`config.mk`:
```
export PLATFORM = sky130hd
export DESIGN_NAME = mem_fabric
export DESIGN_NICKNAME = d
export VERILOG_FILES = /design/src/rtl/mem_fabric.sv
export SDC_FILE = /design/constraint.sdc
export NUM_CORES = 1
export LEC_CHECK = 0
export ABC_AREA = 1
export CAP_MARGIN = 10
export CORE_AREA = 2 2 184 186
export CTS_CLUSTER_DIAMETER = 200
export DETAILED_ROUTE_END_ITERATION = 10
export DIE_AREA = 0 0 186 188
export GPL_ROUTABILITY_DRIVEN = 1
export PLACE_DENSITY_LB_ADDON = 0.05
export SYNTH_ARGS = -nofsm -noshare
export SYNTH_HDL_FRONTEND = slang
export SYNTH_SLANG_ARGS = --single-unit
```
`constraint.sdc`:
```
create_clock -name clk -period 2.45 [get_ports clk]
set_clock_uncertainty 0.15 [all_clocks]
set_input_delay 0.6125 -clock clk [delete_from_list [all_inputs] [get_ports clk]]
set_output_delay 0.6125 -clock clk [all_outputs]
set_load 0.005 [all_outputs]
```
`src/rtl/mem_fabric.sv`:
```
// Memory-bus interconnect between the picorv32 native port and NUM_SLAVES channels.
// One registered IDLE/BUSY/ACK FSM; per-channel fixed-latency or handshake completion, timeout and unmapped errors.
module mem_fabric #(
    parameter int unsigned             NUM_SLAVES = 8,
    parameter int unsigned             SEL_LSB    = 12,
    parameter int unsigned             SEL_W      = 4,
    parameter logic [4*NUM_SLAVES-1:0] LATENCY    = {NUM_SLAVES{4'd1}},
    parameter int unsigned             TIMEOUT    = 255,
    parameter logic [31:0]             ERR_DATA   = 32'hDEAD_BEEF
) (
    input  logic                     clk,
    input  logic                     rst,
    input  logic                     cpu_valid,
    input  logic [31:0]              cpu_addr,
    input  logic [31:0]              cpu_wdata,
    input  logic [3:0]               cpu_wstrb,
    output logic                     cpu_ready,
    output logic [31:0]              cpu_rdata,
    output logic [NUM_SLAVES-1:0]    slv_sel,
    output logic                     slv_start,
    output logic [31:0]              slv_addr,
    output logic [31:0]              slv_wdata,
    output logic [3:0]               slv_wstrb,
    input  logic [NUM_SLAVES*32-1:0] slv_rdata,
    input  logic [NUM_SLAVES-1:0]    slv_ready,
    output logic                     err,
    output logic [31:0]              err_addr
);

    localparam int unsigned CNT_W = $clog2(TIMEOUT + 1);

    typedef enum logic [1:0] {
        S_IDLE = 2'd0,
        S_BUSY = 2'd1,
        S_ACK  = 2'd2
    } state_e;

    state_e                  state_q, state_d;
    logic [SEL_W-1:0]        idx_q, idx_d;
    logic [CNT_W-1:0]        cnt_q, cnt_d;
    logic                    cpu_ready_q, cpu_ready_d;
    logic [31:0]             cpu_rdata_q, cpu_rdata_d;
    logic [NUM_SLAVES-1:0]   slv_sel_q, slv_sel_d;
    logic                    slv_start_q, slv_start_d;
    logic [31:0]             slv_addr_q, slv_addr_d;
    logic [31:0]             slv_wdata_q, slv_wdata_d;
    logic [3:0]              slv_wstrb_q, slv_wstrb_d;
    logic                    err_q, err_d;
    logic [31:0]             err_addr_q, err_addr_d;

    logic [SEL_W-1:0]        req_idx_c;
    logic                    mapped_c;
    logic [NUM_SLAVES-1:0]   req_oh_c;
    logic [31:0]             sel_rdata_c;
    logic [3:0]              sel_lat_c;
    logic                    sel_rdy_c;
    logic                    done_c;
    logic                    tout_c;

    assign req_idx_c = cpu_addr[SEL_LSB +: SEL_W];
    assign mapped_c  = 32'(req_idx_c) < NUM_SLAVES;

    // Decode the incoming request and mux the active channel's response.
    always_comb begin
        req_oh_c    = '0;
        sel_rdata_c = '0;
        sel_lat_c   = '0;
        sel_rdy_c   = 1'b0;
        for (int i = 0; i < NUM_SLAVES; i++) begin
            req_oh_c[i] = (req_idx_c == SEL_W'(i));
            if (idx_q == SEL_W'(i)) begin
                sel_rdata_c = slv_rdata[32*i +: 32];
                sel_lat_c   = LATENCY[4*i +: 4];
                sel_rdy_c   = slv_ready[i];
            end
        end
    end

    assign done_c = (sel_lat_c == 4'd0) ? sel_rdy_c : (cnt_q == CNT_W'(sel_lat_c));
    assign tout_c = (cnt_q == CNT_W'(TIMEOUT));

    always_ff @(posedge clk) begin
        if (rst) begin
            state_q     <= S_IDLE;
            idx_q       <= '0;
            cnt_q       <= '0;
            cpu_ready_q <= 1'b0;
            cpu_rdata_q <= '0;
            slv_sel_q   <= '0;
            slv_start_q <= 1'b0;
            slv_addr_q  <= '0;
            slv_wdata_q <= '0;
            slv_wstrb_q <= '0;
            err_q       <= 1'b0;
            err_addr_q  <= '0;
        end else begin
            state_q     <= state_d;
            idx_q       <= idx_d;
            cnt_q       <= cnt_d;
            cpu_ready_q <= cpu_ready_d;
            cpu_rdata_q <= cpu_rdata_d;
            slv_sel_q   <= slv_sel_d;
            slv_start_q <= slv_start_d;
            slv_addr_q  <= slv_addr_d;
            slv_wdata_q <= slv_wdata_d;
            slv_wstrb_q <= slv_wstrb_d;
            err_q       <= err_d;
            err_addr_q  <= err_addr_d;
        end
    end

    always_comb begin
        state_d = state_q;
        unique case (state_q)
            S_IDLE:  if (cpu_valid) state_d = mapped_c ? S_BUSY : S_ACK;
            S_BUSY:  if (done_c || tout_c) state_d = S_ACK;
            S_ACK:   state_d = S_IDLE;
            default: state_d = S_IDLE;
        endcase
    end

    // Next values of the registered outputs; a normal completion wins over timeout.
    always_comb begin
        idx_d       = idx_q;
        cnt_d       = cnt_q;
        cpu_ready_d = 1'b0;
        cpu_rdata_d = cpu_rdata_q;
        slv_sel_d   = slv_sel_q;
        slv_start_d = 1'b0;
        slv_addr_d  = slv_addr_q;
        slv_wdata_d = slv_wdata_q;
        slv_wstrb_d = slv_wstrb_q;
        err_d       = 1'b0;
        err_addr_d  = err_addr_q;
        unique case (state_q)
            S_IDLE: begin
                if (cpu_valid) begin
                    slv_addr_d  = cpu_addr;
                    slv_wdata_d = cpu_wdata;
                    slv_wstrb_d = cpu_wstrb;
                    idx_d       = req_idx_c;
                    if (mapped_c) begin
                        slv_sel_d   = req_oh_c;
                        slv_start_d = 1'b1;
                        cnt_d       = CNT_W'(1);
                    end else begin
                        cpu_ready_d = 1'b1;
                        cpu_rdata_d = ERR_DATA;
                        err_d       = 1'b1;
                        err_addr_d  = cpu_addr;
                    end
                end
            end
            S_BUSY: begin
                if (done_c) begin
                    cpu_ready_d = 1'b1;
                    cpu_rdata_d = sel_rdata_c;
                    slv_sel_d   = '0;
                end else if (tout_c) begin
                    cpu_ready_d = 1'b1;
                    cpu_rdata_d = ERR_DATA;
                    err_d       = 1'b1;
                    err_addr_d  = slv_addr_q;
                    slv_sel_d   = '0;
                end else begin
                    cnt_d = cnt_q + CNT_W'(1);
                end
            end
            default: ;
        endcase
    end

    assign cpu_ready = cpu_ready_q;
    assign cpu_rdata = cpu_rdata_q;
    assign slv_sel   = slv_sel_q;
    assign slv_start = slv_start_q;
    assign slv_addr  = slv_addr_q;
    assign slv_wdata = slv_wdata_q;
    assign slv_wstrb = slv_wstrb_q;
    assign err       = err_q;
    assign err_addr  = err_addr_q;

endmodule

```
* After elaboration in Yosys (flattened, before gate mapping) *
Index checks and enable logic that the tools add are counted.

operators by class
  eq/ne operators = 25
  multiplexer cells = 57
  multipliers = 0
  bitwise operators = 2
  divide/modulo/power cells = 0
  shifts and indexed selects = 0
  add/subtract/negate cells = 1
  magnitude comparators = 1
  reduce and logical (&&, ||, !) cells = 13

operator list
  kind                                                                    number
  32-bit 2-to-1 mux                                                       16
  32-bit one-hot mux with 2 select lines                                  2
  8-bit 2-to-1 mux                                                        8
  4-bit by 3-bit equality test with 1-bit output (second input constant)  8
  8-bit one-hot mux with 2 select lines                                   2
  4-bit 2-to-1 mux                                                        7
  4-bit by 2-bit equality test with 1-bit output (second input constant)  4
  1-bit 2-to-1 mux                                                        16
  2-bit inequality test (second input constant)                           7
  4-bit zero test                                                         3
  5-bit AND reduction                                                     2
  8-bit by 1-bit adder with 8-bit output (second input constant)          1
  4-bit by 1-bit equality test with 1-bit output (second input constant)  2
  8-bit by 4-bit equality test with 1-bit output                          1
  8-bit equality test (second input constant)                             1
  4-bit AND reduction                                                     2
  2-bit 2-to-1 mux                                                        3
  4-bit less-than comparator (second input constant)                      1
  1-bit one-hot mux with 2 select lines                                   2
  2-bit one-hot mux with 2 select lines                                   1
  2-bit AND reduction                                                     2
  3-bit inequality test (second input constant)                           1
  3-bit OR reduction                                                      1
  2-bit by 1-bit equality test with 1-bit output (second input constant)  1
  other kinds (4)                                                         5

storage, ports and cells
  RAM bits = 0
  bits in registers = 157
  memory bits (read-only) = 0
  bits of input ports = 335
  bits in latches = 0
  logic and storage cells = 111
  output and inout bits = 143
  memories = 0

* Longest topological paths before layout *
Gate-level depths: netlist (run 1).

  word-level depth = 14
  mapped depth = 13
  mapped depth without buffers = 13

* Worst setup path after synthesis (run 1) *
Ideal clock, no wire load.

  path kind = input to register
  from = input cpu_valid
  to = register slv_sel_q[0], in the netlist slv_sel[0]
  setup time = 132 ps
  stages = 7
  buffers on the path = 0
  arrival = 1500 ps
  data required time = 2168 ps
  slack = 667 ps
  cells stage by stage = inv_1 > nor2_4 > clkinv_1 > nand2_1 > nand3_1 > nand2_1 > a21oi_1

between the ends
  cells in the longest elaborated chain, start to end = 2

RTL lines
  element                                 RTL line  source
  start, declared                         13        input logic cpu_valid,
  2-bit inequality test (no source line)  --
  4-bit AND reduction (no source line)    --
  end signal, assigned                    102       slv_sel_q <= slv_sel_d;
  end, declared                           43        logic [NUM_SLAVES-1:0] slv_sel_q, slv_sel_d;

No other way between the ends.
A chain may end at the register's enable or synchronous reset.

==> metrics, run 1 <==
status complete, no violations; Crit Path Max Fanout 5; CTS Buffer Depth 2; Finished Core Util 41.0%; Avg Inst Size Synth 6.43 um^2; RePlAce Congestion 0.883; Yosys reg bits 153; register area 3060 um^2; DIE HEIGHT 188 um; Final Hold Vio Count 0; sequential element share of the synthesized area 39.9%; dpl cells 2066; drt pass-1 iters 5; RSZ-0062 raised after global routing false; Synth warnings 0; H-tree depth 4; Reg clk slew, reported paths 0.06 ns; max cap viols 0; worst slack at placement 0.0893 ns; number of remaining DRC errors 0; post-synth cell types 31; Async SR Flop Fraction 0%; starting DRC count in detailed routing 412; R2R Path Start idx_q[0]$_SDFFE_PP0P_; setup_tns 0 ns; beginning of the critical path idx_q[2]$_SDFFE_PP0P_; Final #Nets 1973; fin worst setup slack 0.159 ns; TritonCTS buffer count 17; area of the multi-input gates 4070 um^2; CTS tree done; Skew-Pair Late Insertion Delay 0.43 ns; Post-DP HPWL 28800 um; Post-synth EDFFs 0; initial antenna violation count 8; WL final 38300 um; global route overflow 0; Mapped Area 7680 um^2; Mapped Cells 1194; final-layout fill cell count 3483; Wirelength per Cell 18.2 um; CP bufs+invs 1; largest net degree at the start of global routing 102; Layout area overhead 76.8%; Setup crit start kind flop; final slew viol count 0; Hold Buf Count CTS 0; Cell Area, Placed 13000 um^2; core area 33100 um^2; PortBufs 469; FP Rows 67; first-pass GRT wire length 56100 um; Tcrit/Tclk final 93.5%; CP cell instances clkdlybuf4s50_1; Die X 186 um; slowest cell on the critical path clkdlybuf4s50_1; Worst Path Required 1.69 ns; crit-path max cell delay 0.62 ns; worst slew pin tran 0.546 ns; normalized max-slew margin 63.6%; Post-synth top flop dfxtp_1; Initial Util 23.2%; Crit Path Category flop to output port; worst endpoint data arrival time 1.53 ns; Non-Filler Instances 2100; via/cell ratio 4.48; IO Count 478; commonest non-fill, non-tap cells in the layout 469 x clkdlybuf4s50_1, 316 x nand2_1, 218 x nor2_1; crit end category output port; Post-DRT Antenna Nets 0; die area 35000 um^2; setup violators final 0; Power Density 569 nW/um^2; Hold/Removal Path Class flop to flop; vias in the first global route 9061; minimum clock period 2.29 ns; GRT Total Usage 21.2%; highest clock rate 437 MHz; Pleak 5.31 nW; VDD IR-drop max 396 uV; cell family with most CP delay buffers and inverters; hold wc startpoint slv_sel[7]$_SDFFE_PP0P_; Via Count 9413; Syn Nets 1530; layout cells sized above 1 5.21%; most common cell after layout, fill and taps aside clkdlybuf4s50_1; Root Driver clkbuf_16; clock sinks 153; cell area after layout 13600 um^2
==> metal layers <==
metal	GRT usage, %	share of wire [%]
met5	0	0.17
met4	5.78	1.8
met3	8.22	9.5
met2	35.2	47
met1	25.2	42
==> cells by family (layout without fill, tap and decap cells) <==
logic type	count (synthesis)	in the layout	synth area share, %
buffers and inverters	132	588	7.30
AOI/OAI and AO/OA	228	228	15.4
and+or+nand+nor	678	678	37.0
DFF	153	153	39.9
other	0	2	0
xor gates and xnor gates	2	2	0.228
adders and majority gates	1	1	0.163
==> report_power, final <==
group          switching [mW]  leakage, nW  internal [mW]
Sequential              0.124         1.26           2.70
Clock                    1.10        0.297           1.73
Combinational           0.952         3.75           1.12
==> final cells by class <==
class	count	area share (%)
inverter	60	1.67
sequential	153	22.6
timing repair buffer	496	37.1
clock inverter	11	1.26
clock buffer	21	3.32
multi-input combinational	909	30.0
tap	448	4.13
antenna	2	0.0368
==> flip-flops by register name, summed over array words and instances (netlist names) <==
register   count
slv_wstrb      4
slv_addr      29
err            1
err_addr      32
state_q        2
slv_start      1
cnt_q          8
slv_sel        8
cpu_rdata     32
idx_q          3
slv_wdata     32
cpu_ready      1
==> worst paths after layout <==
check / slack, ns / cells after the start / end
max: 0.16 / 1 / slv_addr[14]
min: 0.31 / 2 / slv_sel[7]$_SDFFE_PP0P_
max reg2reg: 0.20 / 10 / cpu_rdata[8]$_SDFFE_PP0P_
min reg2reg: 0.31 / 2 / slv_sel[7]$_SDFFE_PP0P_
==> stage by stage <==
stage	power [mW]	hold slack, ns
5_1_grt	8.14	0.339
4_1_cts	7.86	0.319
3_5_place_dp	4.97	0.309
3_3_place_gp	4.97	0.299
6_report	7.73	0.312
2_1_floorplan	3.62	0.291
==> Yosys cell counts, types with 3 or more instances <==
master / number / area [um^2]
a21oi_1: 58 / 290
a31oi_1: 32 / 200
buf_2: 28 / 140
buf_4: 6 / 45.0
clkbuf_1: 36 / 135
dfxtp_1: 153 / 3060
inv_1: 48 / 180
inv_2: 10 / 37.5
nand2_1: 316 / 1190
nand2_2: 5 / 31.3
nand3_1: 67 / 335
nand4_1: 46 / 288
nor2_1: 219 / 822
nor2_4: 3 / 33.8
nor3_1: 10 / 50.1
o21ai_0: 128 / 641
o21ai_1: 9 / 45.0
==> repair_timing <==
item	4_1_cts	5_1_grt
resized for setup	1	0
buffers inserted	0	0
setup endpoints to repair	1	0
No activity file was read; power rests on OpenSTA's default activity.
==> run 2, diff against run 1 <==
Settings changed: CORE_AREA 2 2 184 186 to 2 2 188 190, DIE_AREA 0 0 186 188 to 0 0 190 192, DONT_BUFFER_PORTS set to 1.
==> metrics, run 2 (synthesis gave the netlist of run 1 again) <==
status complete, no violations; Finished Core Util 25.9% (-15 points); Reg clk slew, reported paths 0.07 ns (about the same); minimum clock period 2.18 ns (-0.112 ns); Setup crit start kind flop; core area 34300 um^2 (+3.5%); logic gate share of total power 15.9% (-11 points); Pint 4.65 mW (-16%); Final Hold Vio Count 0 (unchanged); TritonCTS buffer count 17 (unchanged); max cap viols 0 (unchanged); worst slack at placement 0.269 ns (+0.180 ns); IO Count 478 (unchanged); fin worst setup slack 0.271 ns (+0.112 ns); sw frac 31.0% (+2.9 points); vias in the first global route 7695 (-15%); Via Count 7861 (-16%); DIE HEIGHT 192 um (+2.1%); Pleak 3.53 nW (-34%); sequential share of power 43.1% (+6.6 points); Layout area overhead 15.4%; RePlAce Congestion 0.871 (-1.3%); worst endpoint data arrival time 2.36 ns (+0.83 ns); Tcrit/Tclk final 88.9% (-4.6 points); H-tree depth 4 (unchanged); Post-DP HPWL 26700 um (-7.2%); drt pass-1 iters 4 (-1); setup violators final 0 (unchanged); Hold/Removal Path Class input port to flop; cell area after layout 8860 um^2 (-35%); Initial Util 22.4% (-0.79 points); FP Rows 68 (+1.5%); normalized max-slew margin 62.5% (-1.1 points); clock sinks 153 (unchanged); RSZ-0062 raised after global routing false; die area 36500 um^2 (+4.3%); initial antenna violation count 5 (-3); crit end category flop; setup_tns 0 ns (unchanged); Root Driver clkbuf_16; Skew-Pair Late Insertion Delay 0.43 ns (about the same); hold slack 0.0905 ns (-0.222 ns); clock power share 41.0% (+4.3 points); Crit Path Category flop to flop; largest net degree at the start of global routing 83 (-19%); number of remaining DRC errors 0 (unchanged); Hold Buf Count CTS 0 (unchanged); Non-Filler Instances 1643 (-22%); GRT Total Usage 18.8% (-2.4 points); final slew viol count 0 (unchanged); WL final 35700 um (-6.7%); most common cell after layout, fill and taps aside nand2_1; commonest non-fill, non-tap cells in the layout 316 x nand2_1, 218 x nor2_1, 153 x dfxtp_1; Final #Nets 1507 (-24%); Total Power 6.75 mW (-13%); via/cell ratio 4.78 (+6.7%); VDD IR-drop max 467 uV (+18%); highest clock rate 459 MHz (+5.2%); dpl cells 1607 (-22%); PortBufs 0 (-100%); CTS Buffer Depth 2 (unchanged); switching pwr 2.09 mW (-3.8%); CTS tree done; CTS resizes 0 (-1); Die X 190 um (+2.2%); starting DRC count in detailed routing 332 (-19%); Crit Path Max Fanout 23 (+18); layout cells sized above 1 7.52% (+2.3 points); worst slew pin tran 0.562 ns (+0.0166 ns); Wirelength per Cell 21.7 um (+19%); Worst Path Required 2.63 ns (+0.94 ns); global route overflow 0 (unchanged); Post-DRT Antenna Nets 0 (unchanged); Power Density 761 nW/um^2 (+34%); first-pass GRT wire length 50700 um (-9.6%); Cell Area, Placed 8260 um^2 (-36%); Post-CTS Setup Inserts 0 (unchanged)
-- run 2: worst paths after layout --
check,slack (ns),startpoint,endpoint,depth (start not counted)
worst max-delay path,0.27,idx_q[1]$_SDFFE_PP0P_,cpu_rdata[20]$_SDFFE_PP0P_,10
worst max register to register,0.27,idx_q[1]$_SDFFE_PP0P_,cpu_rdata[20]$_SDFFE_PP0P_,10
worst min register to register,0.31,cnt_q[7]$_SDFFE_PP0P_,cnt_q[7]$_SDFFE_PP0P_,2
worst min-delay path,0.09,rst,state_q[1]$_SDFFE_PP0P_,1
-- run 2: final cells by class --
| class | instances | area, um^2 |
|---|---|---|
| timing repair buffer | 30 | 325 |
| fill | 3962 | 25400 |
| clock buffer | 18 | 429 |
| antenna | 5 | 12.5 |
| inverter | 60 | 226 |
| tap | 455 | 569 |
| sequential | 153 | 3060 |
| clock inverter | 13 | 166 |
| multi-input combinational | 909 | 4070 |
-- run 2: power by group through the flow --
stage | Combinational, mW | Clock, mW | Sequential (mW)
final | 1.07 | 2.77 | 2.91
after global routing | 1.22 | 2.97 | 2.94
after CTS | 1.10 | 2.89 | 2.91
after detailed placement | 1.10 | 0 | 2.97
after global placement | 1.09 | 0 | 2.98
after floorplan | 0.745 | 0 | 2.88
-- run 2: critical path: stages (launching register included) --
cell,delay [ns]
dfxtp_1,0.59
nor2_1,0.21
nand2_1,0.11
inv_1,0.04
buf_4,0.21
nand2_1,0.09
nand3_1,0.07
nor2_1,0.27
nand4_1,0.18
nand2_1,0.10
a21oi_1,0.06
-- run 2: per-layer routing --
layer	share of wire, %	routed length [um]	global-route usage, %	up-vias
li1	-	-	-	3888
met1	40	14100	21.0	3650
met3	9.9	3520	8.15	27
met5	0	0	0	-
met4	1.4	517	6.11	0
met2	49	17500	32.0	296
==> run 3, diff against run 2 <==
Settings changed: GPL_ROUTABILITY_DRIVEN 1 to 0, SLEW_MARGIN set to 20.
==> results of run 3 <==
Final layout, timing and power as in run 2 (identical DEF).
